--- src/rtl/sop_lut_sweeper.sv ---
`default_nettype none
// ============================================================================
//  Module      : sop_lut_sweeper
//  Description : Programmable N-input boolean function held as a 2^N-bit
//                truth table. Provides registered direct evaluation of an
//                input vector and a sweep engine that streams f(k) for every
//                input combination k and reports the number of minterms.
//  Revision    : 1.0 - initial release
// ============================================================================
module sop_lut_sweeper #(
    parameter int N = 4
) (
    input  logic                clk,
    input  logic                rst,
    input  logic                load,
    input  logic [(1<<N)-1:0]   tt_in,
    input  logic [N-1:0]        in_vec,
    output logic                s,
    input  logic                start,
    output logic                busy,
    output logic                sweep_valid,
    output logic [N-1:0]        sweep_idx,
    output logic                sweep_s,
    output logic                done,
    output logic [N:0]          minterm_count
);

    localparam int             c_TT_W     = 1 << N;
    localparam logic [N-1:0]   c_IDX_ONE  = {{(N-1){1'b0}}, 1'b1};
    localparam logic [N-1:0]   c_IDX_LAST = {N{1'b1}};

    localparam logic [1:0]     c_IDLE  = 2'd0;
    localparam logic [1:0]     c_SWEEP = 2'd1;
    localparam logic [1:0]     c_DONE  = 2'd2;

    logic [1:0]        r_state;
    logic [c_TT_W-1:0] r_table;
    logic              r_s;
    logic [N-1:0]      r_idx;
    logic              r_sweep_s;
    logic [N:0]        r_acc;
    logic [N:0]        r_minterm_count;

    logic              w_load_ok;
    logic              w_start_ok;
    logic [c_TT_W-1:0] w_table_eff;
    logic [N-1:0]      w_idx_next;
    logic [N:0]        w_acc_next;
    logic              w_last;

    // Decode accepted commands and next-step datapath values.
    always_comb begin
        w_load_ok   = (r_state == c_IDLE) && load;
        w_start_ok  = (r_state == c_IDLE) && start;
        // A sweep started together with a load must see the new table.
        w_table_eff = w_load_ok ? tt_in : r_table;
        w_idx_next  = r_idx + c_IDX_ONE;
        w_acc_next  = r_acc + {{N{1'b0}}, r_sweep_s};
        w_last      = (r_idx == c_IDX_LAST);
    end

    // Truth table storage; writable only while idle so a sweep sees a frozen table.
    always_ff @(posedge clk) begin
        if (rst) begin
            r_table <= '0;
        end else if (w_load_ok) begin
            r_table <= tt_in;
        end
    end

    // Direct evaluation, one-cycle latency, uses the table as it was before this edge.
    always_ff @(posedge clk) begin
        if (rst) begin
            r_s <= 1'b0;
        end else begin
            r_s <= r_table[in_vec];
        end
    end

    // Sweep controller: IDLE -> SWEEP (2^N cycles) -> DONE (1 cycle) -> IDLE.
    always_ff @(posedge clk) begin
        if (rst) begin
            r_state <= c_IDLE;
        end else begin
            case (r_state)
                c_IDLE:  if (w_start_ok) r_state <= c_SWEEP;
                c_SWEEP: if (w_last)     r_state <= c_DONE;
                c_DONE:                  r_state <= c_IDLE;
                default:                 r_state <= c_IDLE;
            endcase
        end
    end

    // Sweep datapath: index, streamed result and minterm accumulation.
    always_ff @(posedge clk) begin
        if (rst) begin
            r_idx           <= '0;
            r_sweep_s       <= 1'b0;
            r_acc           <= '0;
            r_minterm_count <= '0;
        end else begin
            if (w_start_ok) begin
                r_idx     <= '0;
                r_acc     <= '0;
                r_sweep_s <= w_table_eff[0];
            end else if (r_state == c_SWEEP) begin
                r_acc <= w_acc_next;
                if (w_last) begin
                    // Index parks on all-ones; it never wraps inside a sweep.
                    r_minterm_count <= w_acc_next;
                end else begin
                    r_idx     <= w_idx_next;
                    r_sweep_s <= r_table[w_idx_next];
                end
            end
        end
    end

    assign s             = r_s;
    assign busy          = (r_state == c_SWEEP);
    assign sweep_valid   = (r_state == c_SWEEP);
    assign sweep_idx     = r_idx;
    assign sweep_s       = r_sweep_s;
    assign done          = (r_state == c_DONE);
    assign minterm_count = r_minterm_count;

endmodule
`default_nettype wire

--- config.mk ---
export PLATFORM = sky130hd
export DESIGN_NAME = sop_lut_sweeper
export DESIGN_NICKNAME = d
export VERILOG_FILES = /design/src/rtl/sop_lut_sweeper.sv
export SDC_FILE = /design/constraint.sdc
export NUM_CORES = 1
export LEC_CHECK = 0
export ABC_AREA = 0
export BUFFER_PORTS_ARGS = -buffer_cell sky130_fd_sc_hd__buf_2
export CORE_MARGIN = 10
export CORE_UTILIZATION = 50
export CTS_CLUSTER_DIAMETER = 40
export DETAILED_ROUTE_END_ITERATION = 8
export PLACE_DENSITY_LB_ADDON = 0.25
export SLEW_MARGIN = 30
export SYNTH_ARGS = -nofsm -noshare
export SYNTH_HDL_FRONTEND = slang
export SYNTH_SLANG_ARGS = --single-unit
--- constraint.sdc ---
create_clock -name clk -period 2.3 [get_ports clk]
set_input_delay 0.575 -clock clk [delete_from_list [all_inputs] [get_ports clk]]
set_output_delay 0.575 -clock clk [all_outputs]
set_load 0.01 [all_outputs]
# --- Word-level counts from Yosys, hierarchy flattened ---
# Cells that the tools add are included.
word_totals:
  ff_bits: 34
  latchBits: 0
  ram_bits: 0
  rom_bits: 0
  in_bits: 24
  out_inout_bits: 14
  wordCells: 40
  n_memories: 0
op_classes:
  addsub: 2
  n_mul: 0
  div_mod_pow: 0
  n_lt_le_gt_ge: 2
  n_eq_ne: 6
  shift: 0
  muxes: 11
  n_bitwise: 2
  n_reduce_logical: 9
ops:
  columns: ["op", "count"]
  rows:
  - ["$lt 4x5->1 const B", 2]
  - ["$bmux 1 s4", 2]
  - ["$mux 1", 6]
  - ["$reduce_and 2->1", 3]
  - ["$add 5x1->5", 1]
  - ["$add 4x1->4 const B", 1]
  - ["$eq 4x4->1 const B", 1]
  - ["$mux 2", 2]
  - ["$ne 2x2->1 const B", 2]
  - ["$pmux 2 s2", 1]
  - ["$reduce_and 3->1", 1]
  - ["$eq 2x1->1 const B", 1]
  - ["$eq 2x2->1 const B", 1]
  - ["$logic_and 1x1->1", 2]
  - ["$logic_not 2->1", 1]
  - ["$ne 2x1->1 const B", 1]
  - ["$not 1->1", 2]
  - ["$reduce_bool 2->1", 1]
  - ["$reduce_or 2->1", 1]

# --- Depth between registers and ports, before layout ---
# Gate-level depths: netlist (run 1).
logic_depth:
  depth_word: 6
  mapped_depth: 7
  ltp_nobuf: 6

# --- Worst setup path before layout (run 1) ---
# No wires, ideal clock.
synth_timing:
  kind: "register to register"
  start: "register r_idx[1], in the netlist sweep_idx[1]"
  end: "register r_sweep_s, in the netlist sweep_s"
  setup_ns: 0.134
  arrival_time_ns: 1.706
  required_time_ns: 2.166
  setup_slack_ns: 0.460
  stages_incl_launch_ff: 8
  n_path_buf: 1
  synth_period_minus_slack_ns: 1.840
  cell_sequence: "dfxtp_1 -> ha_1 -> buf_4 -> mux4_2 -> nand2_1 -> o21ai_1 -> a211oi_1 -> a211oi_1"
synth_between:
  elab_chain_len: 6
  elab_cells_between_ends: 9
  classes_between: "1 x add/sub; 2 x eq/ne; 5 x mux; 1 x reduce/logical"
synth_lines:
  columns: ["element", "line", "text"]
  rows:
  - ["from (decl)", "39", "logic [N-1:0] r_idx;"]
  - ["from (signal assigned)", "112", "r_idx <= w_idx_next;"]
  - ["$add 4x1->4", "57", "w_idx_next = r_idx + c_IDX_ONE;"]
  - ["via w_idx_next[1]", "47", "logic [N-1:0] w_idx_next;"]
  - ["$bmux 1 s4", "113", "r_sweep_s <= r_table[w_idx_next];"]
  - ["$mux 1 (not written as such)", "113", null]
  - ["$mux 1", "108", "if (w_last) begin"]
  - ["$mux 1", "106", "end else if (r_state == c_SWEEP) begin"]
  - ["$mux 1", "102", "if (w_start_ok) begin"]
  - ["to (signal assigned)", "105", "r_sweep_s <= w_table_eff[0];"]
  - ["to (signal assigned)", "113", null]
  - ["to (decl)", "40", "logic r_sweep_s;"]
# The timed path passes the listed nets, and every way through them passes these cells. The select of a mux whose other input is x is not followed.
# A chain may end at the register's enable or synchronous reset.

# --- Worst setup path in the final report (run 1) ---
layout_timing:
  start: "register r_state[1]"
  end: "output sweep_valid"
layout_between:
  elab_chain_len: 1
layout_lines:
  columns: ["element", "line", "text"]
  rows:
  - ["from (decl)", "36", "logic [1:0] r_state;"]
  - ["from (signal assigned)", "83", "r_state <= c_IDLE;"]
  - ["from (signal assigned)", "86", "c_IDLE: if (w_start_ok) r_state <= c_SWEEP;"]
  - ["from (signal assigned)", "87", "c_SWEEP: if (w_last) r_state <= c_DONE;"]
  - ["$eq 2x1->1", "121", "assign sweep_valid = (r_state == c_SWEEP);"]
  - ["to (decl)", "21", "output logic sweep_valid,"]
# No other way between the ends.

==> results of run 1 <==
## final cells by class
type                       count  area [sq um]  share of cell area
inverter                       1         3.754            0.001923
multi-input combinational    146         949.7              0.4865
timing repair buffer          39         200.2              0.1026
sequential                    34         680.7              0.3487
clock buffer                   7         55.05             0.02821
tap                           46         57.56             0.02949
clock inverter                 1         5.005            0.002564
## sequential cells by signal, summed over array words and instances, names as in the netlist
signal / count
sweep_idx: 4
r_state: 2
r_acc: 5
sweep_s: 1
r_table: 16
minterm_count: 5
s: 1
## through the flow
stage	std cells	util	area, sq um	power (mW)
6_report	274	0.5896	1952	1.117
5_1_grt	274	0.5896	1952	1.171
4_1_cts	274	0.5896	1952	1.122
3_5_place_dp	266	0.5714	1892	0.7892
3_3_place_gp	266	0.5714	1892	0.7852
2_1_floorplan	194	-	1692	0.7390
## worst max-delay path, stage by stage (launching register included)
cell,delay (ns)
dfxtp_1,0.45
nand2b_1,0.36
inv_2,0.18
buf_2,0.18
## per-layer routing
metal  share of wire  GRT usage  vias up
met1            0.48     0.1509      667
met3           0.058    0.04556        7
met4           0.017    0.05376        0
li1                -          -      745
met2            0.44     0.1965       31
met5               0          0        -
## worst min-delay path by stage
stage               from     endpoint
2_1_floorplan   r_acc[0]     r_acc[0]
3_3_place_gp    r_acc[0]     r_acc[0]
3_5_place_dp    r_acc[0]     r_acc[0]
4_1_cts         tt_in[7]   r_table[7]
5_1_grt        tt_in[11]  r_table[11]
6_report        r_acc[0]     r_acc[0]
## synth_stat cells (all sizes together) (2+ instances only)
library cell | count | area (sq um)
mux2i | 6 | 60.06
nand2b | 2 | 12.51
nor2b | 6 | 45.04
buf | 3 | 20.01
dfxtp | 34 | 680.7
nor2 | 17 | 66.32
a211oi | 8 | 60.06
a21oi | 23 | 115.1
nand3 | 6 | 30.03
clkbuf | 10 | 37.54
mux4 | 8 | 195.2
nand2 | 46 | 172.7
ha | 3 | 37.54
xnor2 | 3 | 26.28
xor2 | 4 | 35.03
nor3 | 3 | 15.01
o21ai | 2 | 10.00
## cells in the final DEF, fill, tap and decap left out, types with 2 or more instances in the layout
master / Yosys / final
a21oi_1: 23 / 23
nand3_1: 6 / 6
ha_1: 3 / 3
mux2i_1: 6 / 6
nand2b_1: 2 / 2
buf_4: 2 / 2
buf_2: 1 / 37
dfxtp_1: 34 / 34
a211oi_1: 8 / 8
nand2_1: 46 / 46
mux4_2: 4 / 4
clkbuf_4: 0 / 5
nor2_1: 16 / 16
nor3_1: 3 / 3
mux4_1: 4 / 4
nor2b_1: 5 / 5
xnor2_1: 3 / 3
xor2_1: 4 / 4
## logic make-up (layout without fill, tap and decap cells)
| kind of cell | after synthesis | in the layout | share of synthesized area |
|---|---|---|---|
| flip-flops | 34 | 34 | 0.4024 |
| AO/OA/AOI/OAI | 37 | 37 | 0.1272 |
| adder cells (fa/ha/maj) | 3 | 3 | 0.02219 |
| buffers and inverters | 14 | 48 | 0.03624 |
| AND/OR/NAND/NOR | 84 | 84 | 0.2182 |
| XOR/XNOR | 7 | 7 | 0.03624 |
| multiplexers | 15 | 15 | 0.1575 |
## power by group through the flow
stage	registers (mW)	clock network, mW	logic (mW)
6_report	0.629	0.343	0.145
5_1_grt	0.631	0.377	0.163
4_1_cts	0.629	0.346	0.147
3_5_place_dp	0.642	0	0.147
3_3_place_gp	0.642	0	0.143
2_1_floorplan	0.637	0	0.102
==> impl_metrics.tcl, run 1 <==
set metrics [dict create \
    seq_area_frac_synth 0.4024 \
    synth_seq_cells 34 \
    clk_latency_ns 0.34 \
    maxCapViolCount 0 \
    clkPwrFrac 0.307 \
    grt_setup_unrepaired "false" \
    die-area_sq_um 6110 \
    netSwitchingPower_mw 0.2901 \
    wirelength_microns 3806 \
    critPathKind "reg2out" \
    antennaDiodeCount 0 \
    fmax_ghz 0.4809 \
    ir_worst_vdd_mv 0.3697 \
    endpoint_kind "output port" \
    finalCritPeriodShare 0.9041 \
    setup_viol 0 \
    ys_types 32 \
    crit_end "sweep_valid" \
    synthArstFlopShare 0 \
    die_w_microns 78.17 \
    hold_ws_ns 0.4686 \
    dp_worst_setup_slack_ns 0.2853 \
    track_usage 0.1253 \
    clkSlewWorstSetupHoldPaths_ns 0.10 \
    vias 1450 \
    reg2reg_setup_slack_ns 0.28 \
    worst_slew_pin_slew_ns 0.5205 \
    ios 38 \
    rr_endpoint "sweep_s" \
    syn_to_final_growth_pct 15.38 \
    setup_tns_ns 0 \
    p_int_mw 0.8273 \
    post_cts_resize_count 0 \
    grt_pass1_wl_microns 6348 \
    min_path_cells 2 \
    fp-row-count 21 \
    cts_max_level 2 \
    ctsRootBufferMaster "clkbuf_4" \
    overflow 0 \
    worst_ep_arrival_time_ns 1.50 \
    hold_violations 0 \
    rr_worst_depth 6 \
    nets 254 \
    clock_sinks 34 \
    post_drt_wl_per_cell_microns 13.89 \
    port_buffers 37 \
    maxSlewHeadroom 0.6530 \
    nFillCells 326 \
    drt_iter0_markers 66 \
    ys_warn_count 0 \
    status "finished clean" \
    power_density_nw_per_um2 572.5 \
    place_congestion 0.8198 \
    ant_nets 0 \
    hold_buffers 0 \
    p_leak_nw 0.7994 \
    slew_violations 0 \
    first_pass_iters 4 \
    layout_setup_ws_ns 0.2207 \
    drc_errors 0 \
    grt_start_max_net_pins 26 \
    drive_gt1_frac 0.2368 \
    grt_antenna_before_repair 0 \
    die_h_microns 78.17 \
    hold_path.class "reg2reg" \
    synth_edf_count 0 \
    cts_max_path_buffers 2 \
    grt_pass1_vias 1418 \
    post-route-min-period_ns 2.079 \
    postCtsSetupBuffers 0 \
    core-area_sq_um 3311 \
    critPathLaunch "r_state[1]" \
    cts_buffers 5 \
    synth_cells 194 \
    initial_utilization 0.5110 \
    synthFlopType "dfxtp_1" \
    syn-cell-area_sq_um 1692 \
    timing.rr.start "sweep_idx[1]" \
    switching_share 0.2597 \
    cp_max_fo 10 \
    syn_nets 221 \
    startpoint_type "flip-flop" \
    syn_avg_cell_area_sq_um 8.720 \
    p_comb_frac 0.130 \
    seqPwrFrac 0.563 \
    skew_ns 0.009810 \
    worstPathRequired_ns 1.73 \
    cts_tree "yes" \
    dp_hpwl_microns 2871 \
    routed_via_density 5.292 \
]
Note: power is estimated with default switching activity, not from simulation.
==> run 2, diff against run 1 <==
--- a/config.mk
+++ b/config.mk
@@ -7,9 +7,12 @@
 export LEC_CHECK = 0
 export ABC_AREA = 0
 export BUFFER_PORTS_ARGS = -buffer_cell sky130_fd_sc_hd__buf_2
+export CELL_PAD_IN_SITES_DETAIL_PLACEMENT = 1
+export CELL_PAD_IN_SITES_GLOBAL_PLACEMENT = 1
 export CORE_MARGIN = 10
-export CORE_UTILIZATION = 50
+export CORE_UTILIZATION = 39
 export CTS_CLUSTER_DIAMETER = 40
+export CTS_CLUSTER_SIZE = 24
 export DETAILED_ROUTE_END_ITERATION = 8
 export PLACE_DENSITY_LB_ADDON = 0.25
 export SLEW_MARGIN = 30
==> run 2 against run 1 <==
  * Highest routed layer unchanged
  * Design area up 4.9%
  * Critical path type is now reg2reg
  * Maximum frequency about the same
  * Sequential share of layout area down 1.6 points
  * Wire length up 18%
==> impl_metrics.tcl, run 2 (same netlist as run 1, synthesis figures left out) <==
set metrics [dict create \
    ir_worst_vdd_mv 0.3390 \
    postLayoutCoreUtil 0.5009 \
    place_congestion 0.7912 \
    power_density_nw_per_um2 715.8 \
    first_pass_iters 4 \
    die_h_microns 85.86 \
    crit_path_frequent_cell "a211oi_1" \
    overflow 0 \
    wirelength_microns 4503 \
    critPathKind "reg2reg" \
    grt_start_max_net_pins 26 \
    status "finished clean" \
    routed_via_density 5.237 \
    worst_slew_pin_slew_ns 0.5346 \
    nets 255 \
    drt_iter0_markers 61 \
    postCtsSetupBuffers 0 \
    grt_setup_unrepaired "false" \
    hold_ws_ns 0.4667 \
    min_path_cells 2 \
    grt_busiest_layer "met2" \
    endpoint_kind "flip-flop" \
    setup_viol 0 \
    grtUsageMet1 0.1542 \
    hold_buffers 0 \
    cp_slowest_stage_delay_ns 0.56 \
    largest_reg_flops 16 \
    post-route-min-period_ns 2.079 \
    path_cells "ha_1, mux4_2, nand2_1, o21ai_1, a211oi_1, a211oi_1" \
    timing.rr.start "sweep_idx[1]" \
    antennaDiodeCount 0 \
    syn_to_final_growth_pct 21.01 \
    vias 1461 \
    crit_buf_inv 0 \
    grtUsageMet3 0.04068 \
    cts_max_level 2 \
    grt_antenna_before_repair 0 \
    netSwitchingPower_mw 0.3222 \
    crit_slowest_cell "mux4_2" \
    grt_pass1_vias 1493 \
    regMostFlops "r_table" \
    maxCapViolCount 0 \
    rr_endpoint "sweep_s" \
    clkSlewWorstSetupHoldPaths_ns 0.07 \
    cts_buffers 5 \
    die-area_sq_um 7372 \
    ctsRootBufferMaster "clkbuf_8" \
    hold_path.class "reg2reg" \
    layout_commonest_cell "nand2_1" \
    seqPwrFrac 0.430 \
    cts_tree "yes" \
    post_drt_wl_per_cell_microns 16.14 \
    clkPwrFrac 0.467 \
    drc_errors 0 \
    switching_share 0.2199 \
    finalCritPeriodShare 0.9040 \
    nFillCells 502 \
    holdPathEnd "r_acc[0]" \
    worstPathRequired_ns 2.47 \
    p_comb_frac 0.102 \
    p_leak_nw 0.8401 \
    dp_hpwl_microns 3340 \
    ant_nets 0 \
    startpoint_type "flip-flop" \
    clock_sinks 34 \
    grt_pass1_wl_microns 7472 \
    initial_utilization 0.4140 \
    core-area_sq_um 4086 \
    skew_ns 0.002570 \
    setup_tns_ns 0 \
    hold_violations 0 \
    rr_worst_depth 6 \
    reg2reg_setup_slack_ns 0.22 \
    port_buffers 37 \
    cts_max_path_buffers 2 \
    die_w_microns 85.86 \
    cp_top_family "multiplexers" \
    p_int_mw 1.143 \
    track_usage 0.1240 \
    seqCellArea_sq_um 680.7 \
    min_from "r_acc[0]" \
    post_cts_resize_count 0 \
    slew_violations 0 \
    fmax_ghz 0.4810 \
    cp_max_fo 8 \
    ios 38 \
    clk_latency_ns 0.29 \
    multi_input_area_sq_um 949.7 \
    drive_gt1_frac 0.2445 \
    worst_ep_arrival_time_ns 2.25 \
    mostFrequentLayoutCells "nand2_1 (46), buf_2 (37), dfxtp_1 (34), a21oi_1 (23), nor2_1 (16)" \
    gr-usage-met2 0.1941 \
    maxSlewHeadroom 0.6436 \
    fp-row-count 23 \
]
## run 2: cell types whose count changed in the layout (fill, tap and decap cells not counted), sizes merged
cell / before / now
buf: 39 / 40
bufinv: 0 / 2
clkbuf: 7 / 6
clkinv: 1 / 0
## run 2: how the worst max path moves through the flow
stage	endpoint	slack, ns	cells past startpoint	from
finish	sweep_s	0.22	6	sweep_idx[1]
global route	sweep_s	0.09	6	sweep_idx[1]
detailed placement	sweep_s	0.27	6	sweep_idx[1]
CTS	sweep_s	0.27	6	sweep_idx[1]
global placement	s	0.34	4	in_vec[0]
floorplan	sweep_s	0.46	7	sweep_idx[1]
## run 2: final cells by class
class / count / area share
clock buffer: 6 / 0.04034
clock inverter: 2 / 0.02934
inverter: 1 / 0.001834
multi-input combinational: 146 / 0.4639
sequential: 34 / 0.3325
tap: 50 / 0.03056
timing repair buffer: 40 / 0.1015
## run 2: worst register-to-register path: stages (launching register included)
cell and delay (ns):
dfxtp_1 0.35, ha_1 0.51, mux4_2 0.56, nand2_1 0.09, o21ai_1 0.07, a211oi_1 0.28
a211oi_1 0.10
## run 2: per-stage QoR
step | instances | power [mW] | cell area [sq um] | worst slack [ns]
floorplan | 194 | 0.7390 | 1692 | 0.4600
global placement | 271 | 0.7904 | 1904 | 0.3420
detailed placement | 271 | 0.7950 | 1904 | 0.2744
CTS | 279 | 1.480 | 2047 | 0.2739
global route | 279 | 1.523 | 2047 | 0.09188
finish | 279 | 1.465 | 2047 | 0.2209
## run 2: power groups by stage
stage / Sequential [mW] / Clock, mW / Combinational (mW)
after CTS: 0.631 / 0.697 / 0.152
after detailed placement: 0.644 / 0 / 0.151
after floorplan: 0.637 / 0 / 0.102
after global routing: 0.634 / 0.721 / 0.168
final: 0.631 / 0.684 / 0.150
after global placement: 0.643 / 0 / 0.147
## run 2: per-layer routing
metal / wire, microns / vias to the layer above
li1: - / 745
met1: 2106 / 678
met2: 2095 / 31
met3: 242 / 7
met4: 59 / 0
met5: 0 / -
==> run 3, diff against run 2 <==
--- a/config.mk
+++ b/config.mk
@@ -11,10 +11,11 @@
 export CELL_PAD_IN_SITES_GLOBAL_PLACEMENT = 1
 export CORE_MARGIN = 10
 export CORE_UTILIZATION = 39
-export CTS_CLUSTER_DIAMETER = 40
+export CTS_BUF_LIST = sky130_fd_sc_hd__clkbuf_16
 export CTS_CLUSTER_SIZE = 24
 export DETAILED_ROUTE_END_ITERATION = 8
 export PLACE_DENSITY_LB_ADDON = 0.25
+export REMOVE_ABC_BUFFERS = 1
 export SLEW_MARGIN = 30
 export SYNTH_ARGS = -nofsm -noshare
 export SYNTH_HDL_FRONTEND = slang
==> run 3 against run 2 <==
  * Utilization hardly changed
  * Sequential share of layout area is essentially flat
  * Hold slack lost 0.0020 ns
  * Design area barely moved
  * Die area unchanged
  * Critical endpoint is now sweep_valid
  * Highest routed layer unchanged
==> impl_metrics.tcl, run 3 (same netlist as run 1, synthesis figures left out) <==
set metrics [dict create \
    rr_worst_depth 7 \
    maxCapViolCount 0 \
    power_mw 1.432 \
    p_comb_frac 0.105 \
    track_usage 0.1258 \
    clkSlewWorstSetupHoldPaths_ns 0.06 \
    worst_ep_arrival_time_ns 1.40 \
    reg2reg_setup_slack_ns 0.37 \
    dp_cells 271 \
    netSwitchingPower_mw 0.3552 \
    ios 38 \
    cts_max_path_buffers 2 \
    slew_violations 0 \
    hold_buffers 0 \
    antennaDiodeCount 0 \
    min_from "r_acc[0]" \
    hold_violations 0 \
    layout_setup_ws_ns 0.3260 \
    initial_utilization 0.4140 \
    cp_max_fo 10 \
    finalCritPeriodShare 0.8583 \
    grt_antenna_before_repair 0 \
    fp-row-count 23 \
    ir_worst_vdd_mv 0.3864 \
    clkPwrFrac 0.453 \
    path_cells "nand2b_1, inv_2, buf_2" \
    first_pass_iters 4 \
    cp_top_family "flip-flops" \
    grt_pass1_vias 1585 \
    cp_slowest_stage_delay_ns 0.44 \
    status "finished clean" \
    overflow 0 \
    drt_iter0_markers 66 \
    crit_buf_inv 2 \
    regMostFlops "r_table" \
    timing.rr.start "sweep_idx[1]" \
    skew_ns 0.003791 \
    maxSlewHeadroom 0.6311 \
    grt_setup_unrepaired "false" \
    critPathKind "reg2out" \
    place_congestion 0.8079 \
    crit_slowest_cell "dfxtp_1" \
    setup_viol 0 \
    endpoint_kind "output port" \
    p_int_mw 1.077 \
    p_leak_nw 0.8366 \
    layoutNonFillerInstCount 279 \
    drc_errors 0 \
    core-area_sq_um 4086 \
    ant_nets 0 \
    worst_slew_pin_slew_ns 0.5533 \
    largest_reg_flops 16 \
    wirelength_microns 4506 \
    power_density_nw_per_um2 699.9 \
    dp_worst_setup_slack_ns 0.3241 \
    die_h_microns 85.86 \
    worstPathRequired_ns 1.73 \
    startpoint_type "flip-flop" \
    drive_gt1_frac 0.2402 \
    port_buffers 37 \
    die_w_microns 85.86 \
    cts_max_level 2 \
    nets 255 \
    ctsRootBufferMaster "clkbuf_16" \
    switching_share 0.2481 \
    vias 1527 \
    mostFrequentLayoutCells "nand2_1 (46), buf_2 (37), dfxtp_1 (34), a21oi_1 (23), nor2_1 (16)" \
    min_path_cells 2 \
    post_cts_resize_count 0 \
    holdPathEnd "r_acc[0]" \
    syn_to_final_growth_pct 20.93 \
    setup_tns_ns 0 \
    dp_hpwl_microns 3321 \
    grt_start_max_net_pins 26 \
    layout_commonest_cell "nand2_1" \
    cts_buffers 5 \
    post_drt_wl_per_cell_microns 16.15 \
    hold_path.class "reg2reg" \
    fmax_ghz 0.5066 \
    routed_via_density 5.473 \
    die-area_sq_um 7372 \
    cts_tree "yes" \
    clock_sinks 34 \
    postCtsSetupBuffers 0 \
    grt_pass1_wl_microns 7479 \
    rr_endpoint "sweep_s" \
    clk_latency_ns 0.28 \
    post-route-min-period_ns 1.974 \
    seqPwrFrac 0.442 \
]
-- run 3: area by class of cell --
class / instances / area [sq um]
clock buffers: 5 / 125.1
inverters: 1 / 3.754
clock inverters: 3 / 16.27
repair buffers: 40 / 207.7
flip-flops and latches: 34 / 680.7
fillers: 499 / 2041
well taps: 50 / 62.56
multi-input cells: 146 / 949.7
-- run 3: metal layers --
layer  wire [microns]  up-vias  global-route usage
met4               61        0             0.04790
met1             2097      729              0.1499
li1                 -      751                   -
met3              213       11             0.04730
met5                0        -                   0
met2             2134       36              0.1995
-- run 3: per-stage QoR --
stage | cell area [sq um] | hold slack, ns | util
CTS | 2046 | 0.4677 | 0.5006
global placement | 1904 | 0.4481 | 0.4660
finish | 2046 | 0.4647 | 0.5006
global route | 2046 | 0.4963 | 0.5006
detailed placement | 1904 | 0.4598 | 0.4660
floorplan | 1634 | 0.4353 | -
-- run 3: worst max path at each step --
| stage | endpoint | start | cells past startpoint |
|---|---|---|---|
| after detailed placement | s | in_vec[0] | 4 |
| after floorplan | sweep_s | sweep_idx[0] | 6 |
| final | sweep_valid | r_state[1] | 3 |
| after CTS | sweep_valid | r_state[1] | 3 |
| after global placement | s | in_vec[0] | 4 |
| after global routing | sweep_s | sweep_idx[1] | 7 |
-- run 3: tightest hold or removal path: stages, from the launching register on --
cell and delay [ns]:
dfxtp_1 0.31, nand2_1 0.05, a21oi_1 0.05
-- run 3: power by group through the flow --
stage	clock, mW	sequential, mW	combinational [mW]
6_report	0.649	0.632	0.150
5_1_grt	0.689	0.635	0.169
4_1_cts	0.661	0.632	0.154
3_5_place_dp	0	0.645	0.152
3_3_place_gp	0	0.643	0.148
2_1_floorplan	0	0.640	0.0863
